==> config.mk <==
export PLATFORM = sky130hd
export DESIGN_NAME = fir_dac_sender
export DESIGN_NICKNAME = d
export VERILOG_FILES = /design/src/rtl/fir_dac_sender.sv
export SDC_FILE = /design/constraint.sdc
export NUM_CORES = 1
export LEC_CHECK = 0
export CAP_MARGIN = 20
export CORE_ASPECT_RATIO = 1.25
export CORE_MARGIN = 4
export CORE_UTILIZATION = 55
export CTS_BUF_LIST = sky130_fd_sc_hd__clkbuf_8
export DETAILED_ROUTE_END_ITERATION = 7
export PLACE_DENSITY = 0.81
export SLEW_MARGIN = 0
export SYNTH_ARGS = -nofsm -noshare
export SYNTH_HDL_FRONTEND = slang
export SYNTH_SLANG_ARGS = --single-unit
==> constraint.sdc <==
create_clock -name aud_bclk -period 2 [get_ports aud_bclk]
set_clock_uncertainty 0.15 [all_clocks]
set_input_delay 0.6 -clock aud_bclk [delete_from_list [all_inputs] [get_ports aud_bclk]]
set_output_delay 0.6 -clock aud_bclk [all_outputs]
set_load 0.03 [all_outputs]
==> src/rtl/fir_dac_sender.sv <==
// ============================================================================
// Module   : fir_dac_sender
// Purpose  : Requantizes the 34-bit FIR output and streams it MSB-first as I2S
//            DACDAT. The same mono sample goes on both channels. Define
//            FIR_DAC_SATURATE_EN to clamp out-of-range samples; otherwise
//            they wrap.
// Revision : 1.0 - initial release
// ============================================================================
`default_nettype none

module fir_dac_sender #(
    parameter int DW    = 16,
    parameter int SHIFT = 15
) (
    input  logic        aud_bclk,
    input  logic        rst_n,
    input  logic        aud_lrc,
    input  logic [33:0] fir_data,
    input  logic        fir_valid,
    output logic        aud_dacdat,
    output logic        tx_done,
    output logic        sample_ovf
);

    localparam int BW = (DW > 1) ? $clog2(DW) : 1;

    localparam logic signed [33:0] c_max = (34'sd1 <<< (DW - 1)) - 34'sd1;
    localparam logic signed [33:0] c_min = -(34'sd1 <<< (DW - 1));
    localparam logic [BW-1:0]      c_last    = BW'(DW - 1);
    localparam logic [BW-1:0]      c_last_m1 = BW'(DW - 2);

    typedef enum logic [1:0] {
        S_IDLE  = 2'd0,
        S_SHIFT = 2'd1,
        S_PAD   = 2'd2
    } state_t;

    state_t           r_state;
    logic [BW-1:0]    r_bcnt;
    logic [DW-1:0]    r_pend;
    logic [DW-1:0]    r_cur;
    logic [DW-1:0]    r_shreg;
    logic             r_lrc_d1;

    logic signed [33:0] w_q;
    logic               w_out_of_range;
    logic [DW-1:0]      w_sample;
    logic               w_edge;
    logic               w_left;
    logic [DW-1:0]      w_slot_word;
    logic [DW-1:0]      w_shreg_nxt;

    assign w_q            = $signed(fir_data) >>> SHIFT;
    assign w_out_of_range = (w_q > c_max) || (w_q < c_min);

`ifdef FIR_DAC_SATURATE_EN
    assign w_sample = (w_q > c_max) ? c_max[DW-1:0] :
                      (w_q < c_min) ? c_min[DW-1:0] : w_q[DW-1:0];
`else
    assign w_sample = w_q[DW-1:0];
`endif

    assign w_edge = (aud_lrc != r_lrc_d1);
    assign w_left = w_edge && !aud_lrc;

    // Left slots take the newest sample (bypassing pend when it arrives on
    // the edge itself); right slots replay the word latched for the left.
    assign w_slot_word = w_left ? (fir_valid ? w_sample : r_pend) : r_cur;
    assign w_shreg_nxt = r_shreg << 1;

    always_ff @(posedge aud_bclk or negedge rst_n) begin
        if (!rst_n) begin
            r_state    <= S_IDLE;
            r_bcnt     <= '0;
            r_pend     <= '0;
            r_cur      <= '0;
            r_shreg    <= '0;
            r_lrc_d1   <= 1'b0;
            aud_dacdat <= 1'b0;
            tx_done    <= 1'b0;
            sample_ovf <= 1'b0;
        end else begin
            r_lrc_d1   <= aud_lrc;
            tx_done    <= 1'b0;
            sample_ovf <= fir_valid && w_out_of_range;

            if (fir_valid) begin
                r_pend <= w_sample;
            end

            if (w_edge) begin
                if (w_left) begin
                    r_cur <= w_slot_word;
                end
                r_shreg    <= w_slot_word;
                aud_dacdat <= w_slot_word[DW-1];
                r_bcnt     <= '0;
                tx_done    <= (DW == 1);
                r_state    <= S_SHIFT;
            end else begin
                case (r_state)
                    S_SHIFT: begin
                        if (r_bcnt == c_last) begin
                            r_state    <= S_PAD;
                            aud_dacdat <= 1'b0;
                        end else begin
                            // tx_done rises together with the LSB
                            r_bcnt     <= r_bcnt + 1'b1;
                            r_shreg    <= w_shreg_nxt;
                            aud_dacdat <= w_shreg_nxt[DW-1];
                            tx_done    <= (r_bcnt == c_last_m1);
                        end
                    end
                    default: begin
                        aud_dacdat <= 1'b0;
                    end
                endcase
            end
        end
    end

endmodule

`default_nettype wire
== After elaboration in Yosys (flattened, before gate mapping) ==
Cells that the tools add are included.
Cells by class
  equality and inequality tests: 5
  magnitude comparators: 2
  reductions and logical operators: 9
  muxes and demuxes: 17
  add/subtract/negate cells: 1
Operators with widths (count)
  two-way mux 15 bit: 3
  two-way mux 16 bit: 2
  greater-than comparator 19 x 16 -> 1 bit, second input constant: 1
  < comparator 19 x 16 -> 1 bit, second input constant: 1
  two-way mux 4 bit: 3
  == test 4 bit, second input constant: 2
  two-way mux 1 bit: 6
  two-way mux 2 bit: 3
  AND reduction 2 bit: 3
  adder 4 x 1 -> 4 bit, second input constant: 1
  nonzero test 2 bit: 2
  == test 2 x 1 -> 1 bit, second input constant: 1
  logical AND 1 bit: 2
  != test 2 bit, second input constant: 1
  logical NOT 1 bit: 1
  logical OR 1 bit: 1
  != test 1 bit: 1
Word-level totals
  flip-flop bits (word level): 57
  input port bits: 38
  output and inout port bits: 3
  word-level logic and storage cells: 43

== Longest topological paths before layout ==
  depth in word-level cells: 4
  depth in mapped cells: 6

== Least setup slack after synthesis ==
OpenSTA, ideal clock, no wires.
  path type: input-to-reg
  start: input port aud_lrc
  end: register r_cur[7]
  path slack: -0.070 ns
  data required time: 1.725 ns
  path buffers: 2
  arrival: 1.795 ns
  stages: 6
  cell sequence: inv_1 -> ha_1 -> buf_2 -> buf_2 -> mux2_4 -> mux2_4
On the way
  cells in the longest elaborated chain, start to end: 3
  elaborated cells between the ends (all ways): 5
  those cells by class: eq/ne (1); mux (1); reduce/logical (3)
Ends and longest elaborated chain
  from (decl): RTL line 17  | input logic aud_lrc,
  != test 1 bit / logical NOT 1 bit (equally long branches): RTL line 63, 64
  logical AND 1 bit: RTL line 64  | assign w_left = w_edge && !aud_lrc;
  two-way mux 16 bit / AND reduction 2 bit (equally long branches)
  to (signal assigned): RTL line 93  | r_cur <= w_slot_word;
  to (decl): RTL line 41  | logic [DW-1:0] r_cur;
Parallel ways exist; a longest one is shown, timed or not.
A chain may end at the register's enable or synchronous reset.

== Final worst setup path ==
  start: input port fir_valid
  end: register r_cur[9]
On the way
  cells in the longest elaborated chain, start to end: 2
Ends and longest elaborated chain
  from (decl): RTL line 19  | input logic fir_valid,
  two-way mux 16 bit (2 in series): RTL line 68  | assign w_slot_word = w_left ? (fir_valid ? w_sample : r_pend) : r_cur;
Every way passes these cells.

==> impl_metrics.yaml <==
run:
  max_cap_viol_count: 0
global_route:
  grt_use_met3: 0.0521
  overflow: 0
  grt_use_met2: 0.333
  grt_usage: 0.197
  grt_max_degree: 42
  antenna_found_initial: 0
  grt_pass1_vias: 1935
  met1_usage: 0.236
  top_usage_layer: "met2"
  grt_pass1_wl_um: 9090
logic_synthesis:
  syn_inst: 207
  synth.area.mux_share: 0.215
  synth.net_count: 249
  synth_top_family_by_area: "multiplexers"
  synthSimpleGateAreaFrac: 0.0432
  synth.cell_area_sq_um: 2610
  synth-compound-area-share: 0.128
  syn_area_per_cell_sq_um: 12.6
  synthAdderAreaFrac: 0.0192
  synth-seq-cells: 57
  synth_cell_types: 30
  ys_seq_area_frac: 0.547
  yosys_warnings: 0
  synthXorXnorAreaFrac: 0
critical_path:
  reg2reg_setup_slack_ns: 0.16
  cp_max_fo: 7
  end_kind: "flip-flop"
  r2r-end: "r_bcnt[3]"
  path_class: "input port to flip-flop"
  critPathRequiredTime_ns: 2.07
  rr_worst_depth: 4
  r2r_start: "r_bcnt[0]"
  start_kind: "input port"
  cp_data_arrival_time_ns: 2.02
timing:
  post-route-min-period_ns: 1.95
  tns_ns: 0
  fmax_ghz: 0.513
  slew_violations: 0
  fin_crit_sh: 0.975
  finalSetupViolations: 0
  rsz0062_at_grt: "no"
  tightest_slew_ns: 0.609
  timing.hold.ws_ns: 0.0518
  maxSlewHeadroom: 0.594
  hold_violations: 0
final_layout:
  mostFrequentLayoutCells: "dfrtp_1, mux2_2, clkdlybuf4s50_1, buf_4, o21ai_0"
  final_common_cell: "dfrtp_1"
  multi_input_area_sq_um: 1070
  drive_above_1_share: 0.313
  register_area_sq_um: 1430
  final_nets: 293
  fill_cells: 288
  antenna_cells: 0
  syn2layout_area_growth_pct: 28.1
  layout.cells.non_filler: 314
routing:
  drc: 0
  antenna_left: 0
  finalWirelength_um: 5350
  viasPerCell: 5.77
  wire_per_inst_um: 17.0
  num_vias: 1811
  dr.first_iter.drc_count: 108
  dr.pass1.iters: 4
power:
  p_switching_mw: 0.937
  power.total_mw: 3.65
  p_clk_frac: 0.331
  ir_drop_mv: 0.634
  p_int_mw: 2.71
  p_leak_nw: 1.49
  combPwrFrac: 0.224
  swShare: 0.257
  power.density_nw_per_um2: 1090
  seq_power_share: 0.445
floorplanning:
  chipWidth_um: 69.6
  fp.dieH_um: 85.0
  start_util: 0.580
  core_sq_um: 4490
  num_io_pins: 41
  placementRows: 27
  die_area_sq_um: 5910
run_status:
  status: "complete, no violations"
clock_tree:
  clock_path_buffers: 2
  clk_transition_reported_paths_ns: 0.07
  root_buffer: "clkbuf_8"
  tritoncts: "built"
  clock-sinks: 57
  h-tree-depth: 3
  clk_latency_ns: 0.33
  cts_buffers: 9
placement:
  dp_hpwl_um: 3480
  dp_cells: 295
  place.gp.congestion: 0.732
  port_buffers: 25
hold_path:
  hold_class: "input port to async pin"
-- Yosys cell counts --
| cell type | count | area, sq um |
|---|---|---|
| a2bb2oi_1 | 9 | 78.8 |
| nand4_1 | 3 | 18.8 |
| dfrtp_1 | 57 | 1430 |
| a31oi_1 | 12 | 75.1 |
| o22ai_1 | 1 | 6.26 |
| inv_1 | 9 | 33.8 |
| nand3_1 | 3 | 15.0 |
| nor2b_1 | 1 | 6.26 |
| mux2_2 | 28 | 315 |
| nand2b_1 | 1 | 6.26 |
| buf_2 | 4 | 20.0 |
| clkbuf_1 | 10 | 37.5 |
| o21ai_1 | 2 | 10.0 |
| nor2_1 | 4 | 15.0 |
| and3_1 | 1 | 6.26 |
| o2bb2ai_1 | 1 | 8.76 |
| mux2_4 | 9 | 135 |
| ha_1 | 4 | 50.1 |
| o41ai_1 | 2 | 17.5 |
| mux2i_1 | 11 | 110 |
| nand2_1 | 7 | 26.3 |
| nor4_1 | 1 | 6.26 |
| a21oi_1 | 3 | 15.0 |
| a22oi_1 | 3 | 22.5 |
| or3_1 | 2 | 12.5 |
| o221ai_1 | 2 | 17.5 |
| o311ai_0 | 2 | 17.5 |
| o21ai_0 | 13 | 65.1 |
| buf_12 | 1 | 20.0 |
| buf_6 | 1 | 11.3 |
-- power groups by stage --
stage | logic [mW] | clock network (mW) | registers [mW]
CTS | 0.828 | 1.22 | 1.62
finish | 0.817 | 1.21 | 1.62
detailed placement | 0.796 | 0 | 1.63
floorplan | 0.562 | 0 | 1.60
global placement | 0.760 | 0 | 1.62
global route | 0.897 | 1.27 | 1.66
-- sequential cells by signal (all words and copies together) (netlist names) --
| signal | cells |
|---|---|
| r_cur | 16 |
| r_pend | 16 |
| r_shreg | 15 |
| r_bcnt | 4 |
| r_state | 2 |
| aud_dacdat | 1 |
| r_lrc_d1 | 1 |
| sample_ovf | 1 |
| tx_done | 1 |
-- logic make-up (layout without fill, tap and decap cells) --
logic type,Yosys count,in the layout
mux,48,48
buf+inv,25,74
compound gates,50,50
flops,57,57
simple gates,23,23
fa+ha+maj,4,4
-- worst max-delay path by stage --
| stage | start | endpoint | slack, ns | depth (start not counted) |
|---|---|---|---|---|
| floorplan | aud_lrc | r_cur[7] | 0.00006 | 6 |
| global placement | fir_valid | r_cur[1] | -0.43 | 5 |
| detailed placement | fir_valid | r_cur[0] | -0.47 | 5 |
| CTS | fir_valid | r_cur[9] | 0.05 | 5 |
| global route | fir_valid | r_cur[8] | 0.04 | 5 |
| finish | fir_valid | r_cur[9] | 0.05 | 5 |
-- repair_timing --
action,4_1_cts,5_1_grt
gates resized for setup,8,0
buffers inserted,1,0
hold endpoints to repair,0,0
endpoints found under the setup margin,22,0
hold buffers,0,0
-- metrics by stage --
step | area, sq um | utilization | worst slack, ns
global placement | 3030 | 0.674 | -0.433
finish | 3340 | 0.743 | 0.0501
CTS | 3340 | 0.743 | 0.0451
global route | 3340 | 0.743 | 0.0392
floorplan | 2610 | - | 0.0000639
detailed placement | 3030 | 0.674 | -0.470
-- layer usage --
layer	vias to the layer above	part of all wire
met5	-	0
met2	53	0.51
met4	0	0.026
li1	853	-
met1	895	0.42
met3	10	0.044
-- worst max-delay path, stage by stage --
cell and delay, ns:
dlygate4sd2_1 0.28, bufbuf_16 0.30, mux2_4 0.30, mux2_4 0.27
mux2_4 0.26
-- cell type report --
type | count | area share
multi-input combinational | 125 | 0.320
sequential | 57 | 0.427
tap | 58 | 0.0217
timing repair buffer | 49 | 0.152
inverter | 9 | 0.0101
clock inverter | 5 | 0.0232
clock buffer | 11 | 0.0454
No activity file was read; power rests on OpenSTA's default activity.
